### config.mk
export PLATFORM = sky130hd
export DESIGN_NAME = data_accumulator_flat
export DESIGN_NICKNAME = d
export VERILOG_FILES = /design/src/rtl/data_accumulator_if.sv /design/src/rtl/data_accumulator.sv /design/src/flat_wrapper.sv
export SDC_FILE = /design/constraint.sdc
export NUM_CORES = 2
export LEC_CHECK = 0
export CORE_ASPECT_RATIO = 0.75
export CORE_MARGIN = 5
export CORE_UTILIZATION = 45
export CTS_CLUSTER_DIAMETER = 30
export DETAILED_ROUTE_END_ITERATION = 8
export GPL_ROUTABILITY_DRIVEN = 0
export SETUP_SLACK_MARGIN = 0.02
export SLEW_MARGIN = 20
export SYNTH_ARGS = -nofsm -noshare
export SYNTH_HDL_FRONTEND = slang
export SYNTH_SLANG_ARGS = --single-unit
### constraint.sdc
create_clock -name clk -period 16 [get_ports clk]
set_clock_uncertainty 0.15 [all_clocks]
set_input_delay 3.2 -clock clk [delete_from_list [all_inputs] [get_ports clk]]
set_output_delay 3.2 -clock clk [all_outputs]
set_load 0.01 [all_outputs]
### src/rtl/data_accumulator_if.sv
// Sample-in / summed-word-out bus between the ADC capture path, the accumulator and its reader.
// The master modport is the side that feeds samples and pops words; the slave modport is the accumulator.
interface data_accumulator_if;
    logic [7:0]  inputData;
    logic        dataCaptureStrobe;
    logic        dataRead;
    logic        dataReadyToRead;
    logic        dataEmpty;
    logic [15:0] dataOut;

    modport master (
        output inputData,
        output dataCaptureStrobe,
        output dataRead,
        input  dataReadyToRead,
        input  dataEmpty,
        input  dataOut
    );

    modport slave (
        input  inputData,
        input  dataCaptureStrobe,
        input  dataRead,
        output dataReadyToRead,
        output dataEmpty,
        output dataOut
    );
endinterface

### src/rtl/data_accumulator.sv
// Sums NUM_PASSES strobe-triggered windows of signed 8-bit samples into a 16-bit buffer,
// then streams the summed buffer out one word per pop.
module data_accumulator #(
    parameter int unsigned SAMPLES    = 128,
    parameter int unsigned ADDR_W     = 7,
    parameter int unsigned NUM_PASSES = 4
) (
    input  logic              clk,
    input  logic              rst,
    data_accumulator_if.slave acc
);
    localparam int unsigned IN_W   = 8;
    localparam int unsigned DATA_W = 16;
    localparam int unsigned PASS_W = $clog2(NUM_PASSES + 1);

    localparam logic [ADDR_W-1:0] FIRST_IDX = '0;
    localparam logic [ADDR_W-1:0] LAST_IDX  = ADDR_W'(SAMPLES - 1);
    localparam logic [PASS_W-1:0] PASS_MAX  = PASS_W'(NUM_PASSES);

    typedef enum logic [1:0] {
        IDLE,
        CAPTURE,
        READOUT
    } stateType;

    stateType state, stateNext;

    logic [ADDR_W-1:0] captIdx, captIdxNext;
    logic [ADDR_W-1:0] readIdx, readIdxNext, readIdxInc;
    logic [PASS_W-1:0] passCount, passCountNext, passCountInc;

    logic              readyReg, readyNext;
    logic              emptyReg, emptyNext;
    logic [DATA_W-1:0] outReg, outNext;

    // Write pipeline stage: the sample captured on one edge is folded into the buffer on the next.
    logic              wrValid, wrValidNext;
    logic              wrFirst, wrFirstNext;
    logic [ADDR_W-1:0] wrIdx, wrIdxNext;
    logic [IN_W-1:0]   wrData, wrDataNext;
    logic [DATA_W-1:0] wrExt;

    logic [DATA_W-1:0] mem [SAMPLES];

    assign readIdxInc   = readIdx + 1'b1;
    assign passCountInc = passCount + 1'b1;
    assign wrExt        = {{(DATA_W - IN_W){wrData[IN_W-1]}}, wrData};

    assign acc.dataReadyToRead = readyReg;
    assign acc.dataEmpty       = emptyReg;
    assign acc.dataOut         = outReg;

    // State register
    always_ff @(posedge clk) begin
        if (rst) begin
            state <= IDLE;
        end else begin
            state <= stateNext;
        end
    end

    // Next-state, counters, write stage and registered outputs
    always_comb begin
        stateNext     = state;
        captIdxNext   = captIdx;
        readIdxNext   = readIdx;
        passCountNext = passCount;
        readyNext     = readyReg;
        emptyNext     = emptyReg;
        outNext       = outReg;
        wrValidNext   = 1'b0;
        wrFirstNext   = wrFirst;
        wrIdxNext     = wrIdx;
        wrDataNext    = wrData;

        case (state)
            IDLE: begin
                readyNext   = 1'b0;
                outNext     = '0;
                readIdxNext = '0;
                emptyNext   = (passCount == '0);
                if (acc.dataCaptureStrobe) begin
                    stateNext   = CAPTURE;
                    wrValidNext = 1'b1;
                    wrIdxNext   = FIRST_IDX;
                    wrDataNext  = acc.inputData;
                    wrFirstNext = (passCount == '0);
                    captIdxNext = ADDR_W'(1);
                    emptyNext   = 1'b0;
                end
            end

            CAPTURE: begin
                wrValidNext = 1'b1;
                wrIdxNext   = captIdx;
                wrDataNext  = acc.inputData;
                captIdxNext = captIdx + 1'b1;
                emptyNext   = 1'b0;
                if (captIdx == LAST_IDX) begin
                    passCountNext = passCountInc;
                    stateNext     = (passCountInc >= PASS_MAX) ? READOUT : IDLE;
                end
            end

            READOUT: begin
                emptyNext = 1'b0;
                // First readout cycle loads word 0; the last sample write has landed by then.
                if (!readyReg) begin
                    readyNext   = 1'b1;
                    readIdxNext = FIRST_IDX;
                    outNext     = mem[FIRST_IDX];
                end else if (acc.dataRead) begin
                    if (readIdx == LAST_IDX) begin
                        stateNext     = IDLE;
                        readyNext     = 1'b0;
                        emptyNext     = 1'b1;
                        outNext       = '0;
                        passCountNext = '0;
                        readIdxNext   = '0;
                    end else begin
                        readIdxNext = readIdxInc;
                        outNext     = mem[readIdxInc];
                    end
                end
            end

            default: begin
                stateNext = IDLE;
            end
        endcase
    end

    // Control and output registers
    always_ff @(posedge clk) begin
        if (rst) begin
            captIdx   <= '0;
            readIdx   <= '0;
            passCount <= '0;
            readyReg  <= 1'b0;
            emptyReg  <= 1'b1;
            outReg    <= '0;
            wrValid   <= 1'b0;
            wrFirst   <= 1'b0;
            wrIdx     <= '0;
            wrData    <= '0;
        end else begin
            captIdx   <= captIdxNext;
            readIdx   <= readIdxNext;
            passCount <= passCountNext;
            readyReg  <= readyNext;
            emptyReg  <= emptyNext;
            outReg    <= outNext;
            wrValid   <= wrValidNext;
            wrFirst   <= wrFirstNext;
            wrIdx     <= wrIdxNext;
            wrData    <= wrDataNext;
        end
    end

    // Buffer: pass 0 overwrites stale contents, later passes add in two's complement
    always_ff @(posedge clk) begin
        if (wrValid) begin
            mem[wrIdx] <= wrFirst ? wrExt : (mem[wrIdx] + wrExt);
        end
    end
endmodule

### src/flat_wrapper.sv
// flat-port wrapper written by rule: the top's interface ports become plain ports
module data_accumulator_flat 
#(
    parameter int unsigned SAMPLES    = 128,
    parameter int unsigned ADDR_W     = 7,
    parameter int unsigned NUM_PASSES = 4
)
  (clk, rst, acc_inputData, acc_dataCaptureStrobe, acc_dataRead, acc_dataReadyToRead, acc_dataEmpty, acc_dataOut);
  data_accumulator_if acc_i ();
  input  logic clk;
  input  logic rst;
  input wire logic [$bits(acc_i.inputData)-1:0] acc_inputData;
  input wire logic [$bits(acc_i.dataCaptureStrobe)-1:0] acc_dataCaptureStrobe;
  input wire logic [$bits(acc_i.dataRead)-1:0] acc_dataRead;
  output wire logic [$bits(acc_i.dataReadyToRead)-1:0] acc_dataReadyToRead;
  output wire logic [$bits(acc_i.dataEmpty)-1:0] acc_dataEmpty;
  output wire logic [$bits(acc_i.dataOut)-1:0] acc_dataOut;
  assign acc_i.inputData = acc_inputData;
  assign acc_i.dataCaptureStrobe = acc_dataCaptureStrobe;
  assign acc_i.dataRead = acc_dataRead;
  assign acc_dataReadyToRead = acc_i.dataReadyToRead;
  assign acc_dataEmpty = acc_i.dataEmpty;
  assign acc_dataOut = acc_i.dataOut;
  data_accumulator #(.SAMPLES(SAMPLES), .ADDR_W(ADDR_W), .NUM_PASSES(NUM_PASSES)) u_core (.clk(clk), .rst(rst), .acc(acc_i));
endmodule
==> results.cfg <==
[floorplanning]
rows = 148
die_w_um = 548
die_height_um = 414
initial_core_util = 0.452
die_area_um2 = 227000
ios = 30
fp.coreArea_um2 = 216000

[critical_path]
critical-path-max-stage-delay_ns = 0.90
crit_chain = buf_4, buf_12, mux4_2, mux4_2, mux4_2, mux2_2, ha_1, nor2b_1, o21ai_0, a21boi_0, o21ai_0, a211oi_1, nor2_1, a2111o_1, o211ai_1, buf_4
reg2reg_slack_ns = 7.96
timing.rr.end = u_core.mem[9][12]
start_kind = flip-flop
cpMostUsedCell = mux4_2
slowest_stage = dfxtp_4
critical_path_buf_inv_count = 3
end_kind = flip-flop
cp.arrival_ns = 8.53
crit_family = buffers and inverters
cp.required_ns = 16.49
cp_max_fo = 122
criticalPathCategory = reg2reg
ff2ff_path_depth = 16

[timing]
tightest_slew_ns = 1.16
fin_crit_ns = 8.04
finalCritPeriodShare = 0.502
fin_tns_setup_ns = 0
rsz0062_at_grt = false
slew_viol_final = 0
fin_hold_ws_ns = 0.337
clock.fmax_mhz = 124
hold_viol = 0
setup_viol_count_final = 0
slew_headroom = 0.228

[outcome]
status = completed

[clocking]
cts_sinks = 2109
cts-resized-gates = 0
clockBufferDepth = 4
clockRootBuffer = clkbuf_16
numCtsBuffers = 428
worstSkewPairLatency_ns = 0.97
post_cts_buffers = 0
hold_buffers = 0
cts_tree = built
htree_levels = 5
path_clk_slew_ns = 0.05

[logic_synthesis]
async_reset_ff_frac = 0
yosysWarnings = 0
synth_edf_count = 2048
syn-num-nets = 4431
synth_top_area_frac = 0.629
ys_ff_latch = 2109
synthCells = 4395
yosysMostFrequentCell = edfxtp_1
synth_top_area_cell = edfxtp_1
ys.flop_type = edfxtp_1
yosys-top-cells-count = 2048 x edfxtp_1, 1318 x mux4_2, 184 x nor2_1, 161 x clkbuf_1, 101 x buf_2
avgSynthCellArea_um2 = 22.2
synth_area_um2 = 97700
seq_area_frac_synth = 0.642
synth_area_leaders = edfxtp_1 63%, mux4_2 30%, dfxtp_1 1.2%
yosysUniqueCellTypes = 57

[route]
post_drt_wl_per_cell_um = 39.7
wirelength_um = 313000
initialDrtViolationCount = 8128
drt_pass1_iterations = 5
routed_via_density = 6.96
drc = 0
drtAntennaViolNets = 0
route.vias.total = 54893

[place]
dpl_cell_area_um2 = 102000
portBuffers = 29
place_hpwl_um = 177000

[hold_path]
hold_path_depth = 2
worstHoldEndpoint = u_core.passCount[1]
hold_path.class = reg2reg
worstHoldStart = u_core.passCount[1]

[global_routing]
grt_max_degree = 123
grt_pass1_vias = 53411
antenna_found_initial = 21
grt_pass1_wl_um = 433000
track_usage = 0.275
overflow = 0

[final_layout]
nets = 4733
syn_to_final_growth_pct = 19.4
final_area_um2 = 117000
drive_above_1_share = 0.468

[job]
drv_cap = 0

[pwr]
vdd_ir_drop_max_v = 0.000130
leakagePower_nw = 35.0
powerDensity_nw_per_um2 = 139
==> worst max-delay path by stage <==
stage | from | to | slack (ns) | cells after the start
detailed placement | flip-flop | u_core.mem[9][12] | 8.14 | 16
CTS | flip-flop | u_core.mem[12][12] | 8.11 | 16
global route | flip-flop | u_core.mem[11][12] | 7.63 | 16
global placement | flip-flop | u_core.mem[9][12] | 8.19 | 16
finish | flip-flop | u_core.mem[9][12] | 7.96 | 16
floorplan | flip-flop | u_core.mem[0][10] | 2.96 | 16
==> registers in the layout (all words and copies together), names as in the netlist, named ones only <==
signal and cells:
u_core.wrFirst 1, u_core.wrIdx 7, u_core.acc.dataReadyToRead 1, u_core.mem 2048, u_core.state 2, u_core.acc.dataEmpty 1
u_core.captIdx 7, u_core.passCount 3, u_core.wrData 8, u_core.readIdx 7, u_core.wrValid 1, u_core.acc.dataOut 16
==> area by class of cell <==
cell class	instances	area, µm²
fillers	16013	99800
clock buffers	469	11000
diodes	6	15.0
multi-input cells	1939	34200
clock inverters	300	3360
flip-flops and latches	2109	62700
well taps	2850	3570
repair buffers	208	1770
inverters	11	41.3
==> routing by layer <==
layer,vias to the layer above,track usage,routed length [µm]
li1,20378,-,-
met1,30054,0.407,125000
met2,3917,0.384,135000
met3,542,0.102,43800
met4,2,0.0821,9580
met5,-,0,10
==> kinds of logic after synthesis <==
family / share of synthesized area
AOI/OAI and AO/OA: 0.0101
xor gates and xnor gates: 0.00214
adders and majority gates: 0.00315
buffers and inverters: 0.0164
DFF: 0.642
muxes: 0.310
and+or+nand+nor: 0.0163
==> where the power goes <==
| group | internal [mW] | switching (mW) | leakage [nW] | total [mW] |
|---|---|---|---|---|
| combinational | 0.181 | 0.689 | 9.16 | 0.870 |
| clock | 5.89 | 2.93 | 6.88 | 8.82 |
| sequential | 6.56 | 0.0208 | 19.0 | 6.59 |
| total | 12.6 | 3.64 | 35.0 | 16.3 |
==> worst reg2reg max path: cells and delay by family (launching register included) <==
family,cells,cell delay [ns]
DFF,1,0.90
and+or+nand+nor,2,0.32
muxes,4,2.00
adders and majority gates,1,0.36
buffers and inverters,3,2.06
AOI/OAI and AO/OA,6,1.86
==> cell usage in the layout (no fill, tap or decap), types with 7 or more instances in the layout <==
cell | Yosys | routed
edfxtp_1 | 2048 | 2048
mux4_2 | 1318 | 1318
clkbuf_16 | 0 | 432
buf_4 | 23 | 168
nand2_1 | 79 | 79
nor2_2 | 0 | 78
clkinv_2 | 0 | 65
bufinv_16 | 0 | 60
nor2_1 | 184 | 58
clkinvlp_4 | 0 | 54
clkinv_1 | 0 | 54
dfxtp_1 | 61 | 53
nor2_4 | 0 | 48
mux2i_1 | 43 | 42
a21oi_1 | 40 | 39
clkinv_4 | 0 | 37
clkbuf_1 | 161 | 35
clkdlybuf4s50_1 | 0 | 28
nand3_1 | 24 | 24
inv_6 | 0 | 24
nor2b_1 | 23 | 23
ha_1 | 23 | 22
a22oi_1 | 19 | 19
mux2_2 | 19 | 18
inv_1 | 11 | 11
o21ai_0 | 20 | 11
xor2_1 | 14 | 11
buf_12 | 0 | 11
nand2b_1 | 10 | 10
o22ai_1 | 10 | 10
nor3_1 | 11 | 9
o21ai_4 | 0 | 9
a211oi_1 | 8 | 8
nand4_1 | 7 | 7
and3_1 | 7 | 7
==> stage by stage <==
stage / util / power (mW) / std cells / setup WS, ns
CTS: 0.539 / 16.3 / 7886 / 8.11
global placement: 0.473 / 7.53 / 7117 / 8.19
detailed placement: 0.473 / 7.55 / 7117 / 8.14
global route: 0.539 / 16.7 / 7887 / 7.63
floorplan: - / 7.29 / 4395 / 2.96
finish: 0.539 / 16.3 / 7892 / 7.96
(Power assumes the default switching activity.)
